--- src/rtl/cu_defs.sv ---
// Shared definitions for the control_unit sequencer.
// States, ir field helpers, class opcodes, bus directions.
package cu_defs;

  typedef enum logic [4:0] {
    S_F0, S_F1, S_F2, S_DEC,
    S_E0, S_E1, S_E2, S_E3,
    S_MOV, S_MOVI, S_IN, S_OUT,
    S_LD0, S_LD1, S_LD2,
    S_ST0, S_ST1, S_ST2,
    S_HLT, S_FLT
  } state_t;

  localparam int IR_ALU = 15;

  localparam logic [2:0] C_NOP   = 3'd0;
  localparam logic [2:0] C_MOV   = 3'd1;
  localparam logic [2:0] C_MOVI  = 3'd2;
  localparam logic [2:0] C_LOAD  = 3'd3;
  localparam logic [2:0] C_STORE = 3'd4;
  localparam logic [2:0] C_IN    = 3'd5;
  localparam logic [2:0] C_OUT   = 3'd6;
  localparam logic [2:0] C_HALT  = 3'd7;

  localparam logic MEM_READ  = 1'b1;
  localparam logic MEM_WRITE = 1'b0;

  function automatic logic [2:0] f_cls(input logic [15:0] v);
    return v[14:12];
  endfunction

  function automatic logic [1:0] f_rd(input logic [15:0] v);
    return v[11:10];
  endfunction

  function automatic logic [1:0] f_rs(input logic [15:0] v);
    return v[9:8];
  endfunction

  // Where each MFC wait state goes once the memory completes.
  function automatic state_t f_wait_next(input state_t s);
    state_t n;
    n = S_F0;
    if (s == S_F1)  n = S_F2;
    if (s == S_LD1) n = S_LD2;
    return n;
  endfunction

endpackage

--- src/rtl/control_unit_reg_sel_dec.sv ---
// reg_sel_dec: 2-bit register select plus enable to one-hot.
// Used once for the Gx_in strobes and once for Gx_out.
module reg_sel_dec (
  input  logic [1:0] i_sel,
  input  logic       i_en,
  output logic [3:0] o_hot
);

  // Shift a single bit into place when enabled.
  always_comb begin
    o_hot = 4'b0000;
    if (i_en) o_hot = 4'b0001 << i_sel;
  end

endmodule

--- src/rtl/control_unit.sv ---
// control_unit: hardwired multi-cycle bus sequencer.
// Optional ALU-immediate operand: define CU_ALUI_EN.
module control_unit #(
  parameter int MFC_TIMEOUT = 255,
  parameter int TO_W        = 8
) (
  input  logic        clk,
  input  logic        rst,
  input  logic [15:0] ir,
  input  logic        MFC,
  output logic        PC_Out,
  output logic        PC_inc,
  output logic        MAR_EN,
  output logic        MDR_EN_write,
  output logic        MDR_EN_read,
  output logic        MDR_out,
  output logic        IR_EN,
  output logic        mem_EN,
  output logic        mem_RW,
  output logic        ALUin1,
  output logic        ALUin2,
  output logic        ALU_outlach,
  output logic        ALU_outEN,
  output logic        G0_in,
  output logic        G1_in,
  output logic        G2_in,
  output logic        G3_in,
  output logic        G0_out,
  output logic        G1_out,
  output logic        G2_out,
  output logic        G3_out,
  output logic        P0_out,
  output logic        P1_in,
  output logic        immediate_out_Alui,
  output logic        immediate_out_Movi,
  output logic        halted,
  output logic        fault
);

  import cu_defs::*;

  localparam logic [TO_W-1:0] TO_LAST = TO_W'(MFC_TIMEOUT - 1);

  state_t          r_state;
  logic [TO_W-1:0] r_cnt;

  logic [1:0] w_rd;
  logic [1:0] w_rs;
  logic       w_alui;
  logic       w_unused;
  logic [1:0] w_gin_sel;
  logic [1:0] w_gout_sel;
  logic       w_gin_en;
  logic       w_gout_en;
  logic [3:0] w_gin_hot;
  logic [3:0] w_gout_hot;

  assign w_rd     = f_rd(ir);
  assign w_rs     = f_rs(ir);
  assign w_unused = ^ir[7:0];

`ifdef CU_ALUI_EN
  assign w_alui = ir[7];
`else
  assign w_alui = 1'b0;
`endif

  // Register-file select for the state being decoded.
  always_comb begin
    w_gin_en   = 1'b0;
    w_gout_en  = 1'b0;
    w_gin_sel  = w_rd;
    w_gout_sel = w_rs;
    case (r_state)
      S_E0: begin
        w_gout_en  = 1'b1;
        w_gout_sel = w_rd;
      end
      S_E1: w_gout_en = !w_alui;
      S_E3, S_MOVI, S_IN, S_LD2: w_gin_en = 1'b1;
      S_MOV: begin
        w_gin_en  = 1'b1;
        w_gout_en = 1'b1;
      end
      S_OUT, S_LD0, S_ST1: w_gout_en = 1'b1;
      S_ST0: begin
        w_gout_en  = 1'b1;
        w_gout_sel = w_rd;
      end
      default: ;
    endcase
  end

  reg_sel_dec u_gin (
    .i_sel (w_gin_sel),
    .i_en  (w_gin_en),
    .o_hot (w_gin_hot)
  );

  reg_sel_dec u_gout (
    .i_sel (w_gout_sel),
    .i_en  (w_gout_en),
    .o_hot (w_gout_hot)
  );

  // Sequencer: next state plus registered strobes for the current state.
  always_ff @(posedge clk) begin
    if (!rst) begin
      r_state            <= S_F0;
      r_cnt              <= '0;
      PC_Out             <= 1'b0;
      PC_inc             <= 1'b0;
      MAR_EN             <= 1'b0;
      MDR_EN_write       <= 1'b0;
      MDR_EN_read        <= 1'b0;
      MDR_out            <= 1'b0;
      IR_EN              <= 1'b0;
      mem_EN             <= 1'b0;
      mem_RW             <= 1'b0;
      ALUin1             <= 1'b0;
      ALUin2             <= 1'b0;
      ALU_outlach        <= 1'b0;
      ALU_outEN          <= 1'b0;
      {G3_in, G2_in, G1_in, G0_in}     <= 4'b0;
      {G3_out, G2_out, G1_out, G0_out} <= 4'b0;
      P0_out             <= 1'b0;
      P1_in              <= 1'b0;
      immediate_out_Alui <= 1'b0;
      immediate_out_Movi <= 1'b0;
      halted             <= 1'b0;
      fault              <= 1'b0;
    end else begin
      PC_Out             <= 1'b0;
      PC_inc             <= 1'b0;
      MAR_EN             <= 1'b0;
      MDR_EN_write       <= 1'b0;
      MDR_EN_read        <= 1'b0;
      MDR_out            <= 1'b0;
      IR_EN              <= 1'b0;
      mem_EN             <= 1'b0;
      mem_RW             <= 1'b0;
      ALUin1             <= 1'b0;
      ALUin2             <= 1'b0;
      ALU_outlach        <= 1'b0;
      ALU_outEN          <= 1'b0;
      {G3_in, G2_in, G1_in, G0_in}     <= w_gin_hot;
      {G3_out, G2_out, G1_out, G0_out} <= w_gout_hot;
      P0_out             <= 1'b0;
      P1_in              <= 1'b0;
      immediate_out_Alui <= 1'b0;
      immediate_out_Movi <= 1'b0;
      halted             <= 1'b0;
      fault              <= 1'b0;
      unique case (r_state)
        S_F0: begin
          PC_Out  <= 1'b1;
          MAR_EN  <= 1'b1;
          r_cnt   <= '0;
          r_state <= S_F1;
        end
        S_F1, S_LD1, S_ST2: begin
          mem_EN <= 1'b1;
          mem_RW <= (r_state == S_ST2) ? MEM_WRITE : MEM_READ;
          if (MFC) begin
            MDR_EN_read <= (r_state != S_ST2);
            r_state     <= f_wait_next(r_state);
          end else begin
            r_cnt <= r_cnt + 1'b1;
            if (r_cnt == TO_LAST) r_state <= S_FLT;
          end
        end
        S_F2: begin
          MDR_out <= 1'b1;
          IR_EN   <= 1'b1;
          PC_inc  <= 1'b1;
          r_state <= S_DEC;
        end
        S_DEC: begin
          if (ir[IR_ALU]) begin
            r_state <= S_E0;
          end else begin
            unique case (f_cls(ir))
              C_NOP:   r_state <= S_F0;
              C_MOV:   r_state <= S_MOV;
              C_MOVI:  r_state <= S_MOVI;
              C_LOAD:  r_state <= S_LD0;
              C_STORE: r_state <= S_ST0;
              C_IN:    r_state <= S_IN;
              C_OUT:   r_state <= S_OUT;
              C_HALT:  r_state <= S_HLT;
            endcase
          end
        end
        S_E0: begin
          ALUin1  <= 1'b1;
          r_state <= S_E1;
        end
        S_E1: begin
          ALUin2             <= 1'b1;
          immediate_out_Alui <= w_alui;
          r_state            <= S_E2;
        end
        S_E2: begin
          ALU_outlach <= 1'b1;
          r_state     <= S_E3;
        end
        S_E3: begin
          ALU_outEN <= 1'b1;
          r_state   <= S_F0;
        end
        S_MOV: r_state <= S_F0;
        S_MOVI: begin
          immediate_out_Movi <= 1'b1;
          r_state            <= S_F0;
        end
        S_IN: begin
          P0_out  <= 1'b1;
          r_state <= S_F0;
        end
        S_OUT: begin
          P1_in   <= 1'b1;
          r_state <= S_F0;
        end
        S_LD0: begin
          MAR_EN  <= 1'b1;
          r_cnt   <= '0;
          r_state <= S_LD1;
        end
        S_LD2: begin
          MDR_out <= 1'b1;
          r_state <= S_F0;
        end
        S_ST0: begin
          MAR_EN  <= 1'b1;
          r_state <= S_ST1;
        end
        S_ST1: begin
          MDR_EN_write <= 1'b1;
          r_cnt        <= '0;
          r_state      <= S_ST2;
        end
        S_HLT: halted <= 1'b1;
        S_FLT: begin
          halted <= 1'b1;
          fault  <= 1'b1;
        end
        default: r_state <= S_F0;
      endcase
    end
  end

endmodule

--- config.mk ---
export PLATFORM = sky130hd
export DESIGN_NAME = control_unit
export DESIGN_NICKNAME = d
export VERILOG_FILES = /design/src/rtl/cu_defs.sv /design/src/rtl/control_unit_reg_sel_dec.sv /design/src/rtl/control_unit.sv
export SDC_FILE = /design/constraint.sdc
export NUM_CORES = 1
export LEC_CHECK = 0
export BUFFER_PORTS_ARGS = -buffer_cell sky130_fd_sc_hd__buf_2
export CAP_MARGIN = 5
export CORE_ASPECT_RATIO = 1.1
export CORE_UTILIZATION = 56
export CTS_CLUSTER_DIAMETER = 50
export DETAILED_ROUTE_END_ITERATION = 6
export PLACE_DENSITY = 0.83
export SETUP_SLACK_MARGIN = 0.02
export SLEW_MARGIN = 20
export SYNTH_ARGS = -nofsm -noshare
export SYNTH_HDL_FRONTEND = slang
export SYNTH_HIERARCHICAL = 1
export SYNTH_SLANG_ARGS = --single-unit
--- constraint.sdc ---
create_clock -name clk -period 5 [get_ports clk]
set_clock_uncertainty 0.2 [all_clocks]
set_input_delay 0 -clock clk [delete_from_list [all_inputs] [get_ports clk]]
set_output_delay 0 -clock clk [all_outputs]
set_load 0.02 [all_outputs]
Word level (Yosys, flattened, before mapping). Memories as Yosys holds them, arrays and structs flattened. Cells that the tools add are included.

Register bits: 38. Bits in latches: 0. Memory bits (writable): 0. ROM bits: 40. Input port bits: 19. Word-level logic and storage cells: 98. Memories: 1.

Memory list: (no name shown) (words 8, bits a word 5, rd ports 1, clocked after memory_dff 0, wr ports 0, line control_unit.sv:182) `unique case (f_cls(ir))`.

Add/subtract/negate cells: 1. $mul: 0. Div/mod/pow operators: 0. $lt $le $gt $ge: 0. Eq/ne operators: 23. Shift operators: 2. Mux-type cells: 27. Bitwise operators: 1. Reductions and logical operators: 16.

Operators by type and width (number): $pmux W5 S11 (1); $eq A5 B4 Y1 const B (8); $eq A5 B3 Y1 const B (4); $eq A5 B5 Y1 const B (4); $mux W5 (4); $mux W1 (18); $pmux W8 S2 (1); $eq A5 B2 Y1 const B (2); $reduce_and A2 Y1 (5); $reduce_or A3 Y1 (3); $add A8 B1 Y8 const B (1); $eq A8 B8 Y1 const B (1); $mux W8 (1); $shl A1 B2 Y4 const A (2); $reduce_or A7 Y1 (1); $reduce_or A2 Y1 (3); $eq A5 B1 Y1 const B (1); $logic_not A5 Y1 (1); $ne A5 B5 Y1 const B (1); $reduce_or A5 Y1 (1); $mux W2 (2); $ne A3 B3 Y1 const B (1); $reduce_and A3 Y1 (1); $ne A2 B2 Y1 const B (1); 2 further kinds (2).

Depth between registers and ports, before layout.
Word-level depth: 5. Gate-level depth with buffers: 7.

Cells and area by module. The synthesis kept the hierarchy.

Modules (own cells, without submodules): control_unit (instances 1, cells each 206, area an instance 1775.5 µm², seq. area each 760.7 µm²); reg_sel_dec (instances 2, cells each 4, area an instance 37.5 µm², seq. area each 0.0 µm²).

Least setup slack after synthesis. No wires, ideal clock.

Path kind: flip-flop to flip-flop. Start point: register r_state[2]. End point: register G3_out. Library setup time: 115 ps. Arrival: 1672 ps. Required time: 4685 ps. Slack: 3013 ps. Stages on the path, launching flop included: 8. Cells stage by stage: dfxtp_1 > buf_4 > nand2b_1 > or4_1 > o22ai_1 > a21oi_1 > and3_2 > and2_1.

Word-level cells in the longest chain between the ends: 4.

Ends and longest elaborated chain: start, declared (line control_unit.sv:44) `state_t r_state;`; start signal, assigned (line control_unit.sv:166) `r_state <= f_wait_next(r_state);`; $eq A5 B4 Y1 or $eq A5 B3 Y1 (tied branches) (line control_unit.sv:74) `case (r_state)`; $reduce_or A2 Y1 (no line) *; $mux W2 * (line control_unit.sv:74); via w_gout_sel[1] (line control_unit.sv:52) `logic [1:0] w_gout_sel;`; $shl A1 B2 Y4 * (line control_unit_reg_sel_dec.sv:12) `if (i_en) o_hot = 4'b0001 << i_sel;`; end signal, assigned (line control_unit.sv:147) `{G3_out, G2_out, G1_out, G0_out} <= w_gout_hot;`; end, declared (line control_unit.sv:31) `output logic G3_out,`.

Mark *: on every way through the listed nets, which the timed path passes. The rest lies on a longest branch. A chain may end at the register's enable or synchronous reset.

Worst setup path in the final report.
Start point: register r_state[1]. End point: register G0_in.

Word-level cells in the longest chain between the ends: 4.

Ends and longest elaborated chain: $eq A5 B4 Y1 or $eq A5 B3 Y1 (tied branches) (line control_unit.sv:74); $reduce_or A5 Y1 (no line) *; $mux W1 * (line control_unit.sv:74); via w_gin_en (line control_unit.sv:53) `logic w_gin_en;`; $reduce_and A2 Y1 (no line) *; end signal, assigned (line control_unit.sv:146) `{G3_in, G2_in, G1_in, G0_in} <= w_gin_hot;`; end, declared (line control_unit.sv:24) `output logic G0_in,`.

Marked as above.

==> flow_summary_export.csv <==
group,metric,value,unit
critical_path,r2r-start,"r_state[1]",
worst_hold_path,min_from,"ir[13]",
clock_tree,numCtsBuffers,5,
global_routing,grt_antenna_before_repair,0,
power,p_per_area,417,nW/um^2
power,vdd_ir_drop_max,0.238,mV
synthesis,synth_largest_area_cell,"dfxtp_1",
critical_path,worstPathArrival,3520,ps
routing,totalWireLength,3980,um
placement,dp.cells,271,
clock_tree,clock-sinks,38,
routing,vias_per_cell,5.98,
routing,routed-via-count,1739,
clock_tree,cts_tree,"done",
routing,drt-pass1-iter-count,6,
die,fp-row-count,21,
clock_tree,clkTransAtPathRegs,120,ps
worst_hold_path,hold_end,"r_state[2]",
synthesis,ys_ff_latch,38,
worst_hold_path,min_delay_path_depth,5,
timing,slew-limit-headroom,52.6,%
placement,place.gp.congestion,0.858,
synthesis,seq_area_frac_synth,41.1,%
routing,wl_per_cell,13.7,um
layout,fillCellCount,260,
timing,rsz0062_at_grt,"false",
synthesis,synth.top_cells.by_count,"dfxtp_1, nor2_1, nand2_1",
outcome,violations,"design-rule violations",
outcome,status,"finished with violations",
layout,syn_to_final_growth,18.3,%
routing,route.detailed.drc,10,
layout,n_antenna_cell,0,
layout,regMostFlops,"r_cnt",
timing,drv_slew,0,
timing,setup_viol,0,
critical_path,rr_worst_depth,7,
layout,multi_input_area,1000,um^2
job,drv_cap,0,
global_routing,first_global_vias,1559,
synthesis,syn-instance-count,214,
global_routing,grt_max_degree,25,
synthesis,avgSynthCellArea,8.65,um^2
global_routing,grt-ovfl-total,0,
synthesis,yosys_warnings,6,
timing,fin_crit_sh,68.3,%
die,die-area,3540,um^2
timing,max_freq,0.293,GHz
die,io_pins,46,
critical_path,critPathKind,"reg2reg",
synthesis,syn_nets,235,
critical_path,critPathLaunch,"r_state[1]",
layout,layout.cells.non_filler,291,
critical_path,required,5100,ps
power,leakagePower,0.000913,uW
clock_tree,h-tree-depth,2,
critical_path,critical_path.max_fanout,23,
die,start_util,59.7,%
critical_path,rr_endpoint,"G0_in",
global_routing,grt_first_pass_wirelength,6790,um
layout,reg_top3,"r_cnt (8), r_state (5)",
synthesis,yosysUniqueCellTypes,55,
critical_path,worst_setup_path_start_kind,"flop",
worst_hold_path,hp-class,"in2reg",
synthesis,synth-edff-count,0,
clock_tree,clk_path_buf_depth,2,
critical_path,cp-end-kind,"flop",
clock_tree,clk_latency,360,ps
placement,port-buffer-count,36,
synthesis,synth_most_common_cell,"dfxtp_1",
timing,tightest_slew,710,ps
synthesis,netlist_area,1850,um^2
clock_tree,cts_root_buf,"clkbuf_4",
timing,fin_crit,3420,ps
timing,setup_tns,0,ps
routing,drtIter0Drc,80,
layout,drive_above_1_share,22.2,%
placement,dpl_worst_slack,2490,ps
layout,nets,277,
routing,drtAntennaViolNets,0,
clock_tree,cts_setup_buffers,0,
die,dieHeight,62.3,um
timing,final_hold_viol_count,0,
synthesis,yosys-top-cells-area,"dfxtp_1, and2_1, nor2_1",
die,dieWidth,56.8,um
layout,regArea,761,um^2
timing,hold-worst-slack,28.1,ps
synthesis,yosys.area.top_type_share,41.1,%
timing,fin_ws,1580,ps
layout,largest_reg_flops,8,
die,core-area,3100,um^2
synthesis,synthFlopType,"dfxtp_1",
global_routing,grtUsageTotal,24.4,%
critical_path,worst-r2r-setup-slack,1580,ps
placement,hpwl,2530,um
synthesis,async_flop_share,0,%
-- worst max path at each step --
stage	end	depth (start not counted)
after floorplan	G3_out	7
after global placement	G2_out	6
after detailed placement	G1_out	6
after CTS	G0_in	7
after global routing	G0_in	7
final	G0_in	7
-- per-stage QoR --
stage                     util, %  power (uW)  cell area, um^2
after global routing         70.6         966             2190
after CTS                    70.6         907             2190
after detailed placement     64.6         730             2000
after global placement       64.6         727             2000
final                        70.6         912             2190
after floorplan                 -         660             1850
-- worst max-delay path: stages (launching register included) --
cell	delay (ps)
dfxtp_1	800
nand2_1	300
or2_2	360
a21oi_1	260
nor3b_2	200
dlygate4sd3_1	550
and2_1	120
dlygate4sd3_1	550
-- final cells by class --
type                       count  share of cell area (%)
timing repair buffer          48                    13.7
clock buffer                   6                    2.34
clock inverter                 2                   0.572
inverter                       5                   0.858
multi-input combinational    158                    45.8
tap                           34                    1.94
sequential                    38                    34.8
-- kinds of logic (layout without fill, tap and decap cells) --
group,count (synthesis),after routing,synth area share (%)
other cells,1,1,0.203
fa+ha+maj,2,2,1.35
xor+xnor,3,3,1.42
simple gates,94,94,29.9
flops,38,38,41.1
buf+inv,18,61,4.73
compound gates,58,58,21.3
-- where the power goes --
part	internal [uW]	switching, uW	total, uW
logic	129	195	324
clock network	67.5	105	173
registers	343	72.5	415
total	539	373	912
-- per-layer routing --
metal	routed length, um	global-route usage (%)	vias up
met3	230	5.63	11
met2	1980	41.7	63
met1	1670	28.4	805
li1	-	-	860
met4	96	12.2	0
met5	0	0	-
-- placed cells by master, fill, tap and decap left out, types with 6 or more instances in the layout --
cell type	netlist	routed
dfxtp_1	38	38
buf_2	4	36
nor2_1	15	15
nand2_1	13	13
dlygate4sd3_1	0	12
a21oi_1	11	11
and2_1	10	10
o21ai_0	10	10
nor3_1	8	8
nand2b_1	6	6
-- repair_timing --
action / in CTS / in global routing
resized for setup: 0 / 0
endpoints found under the hold margin: 31 / 0
endpoints found under the setup margin: 0 / 0
hold buffers: 12 / 0
Power figures use the tool's default switching activity.
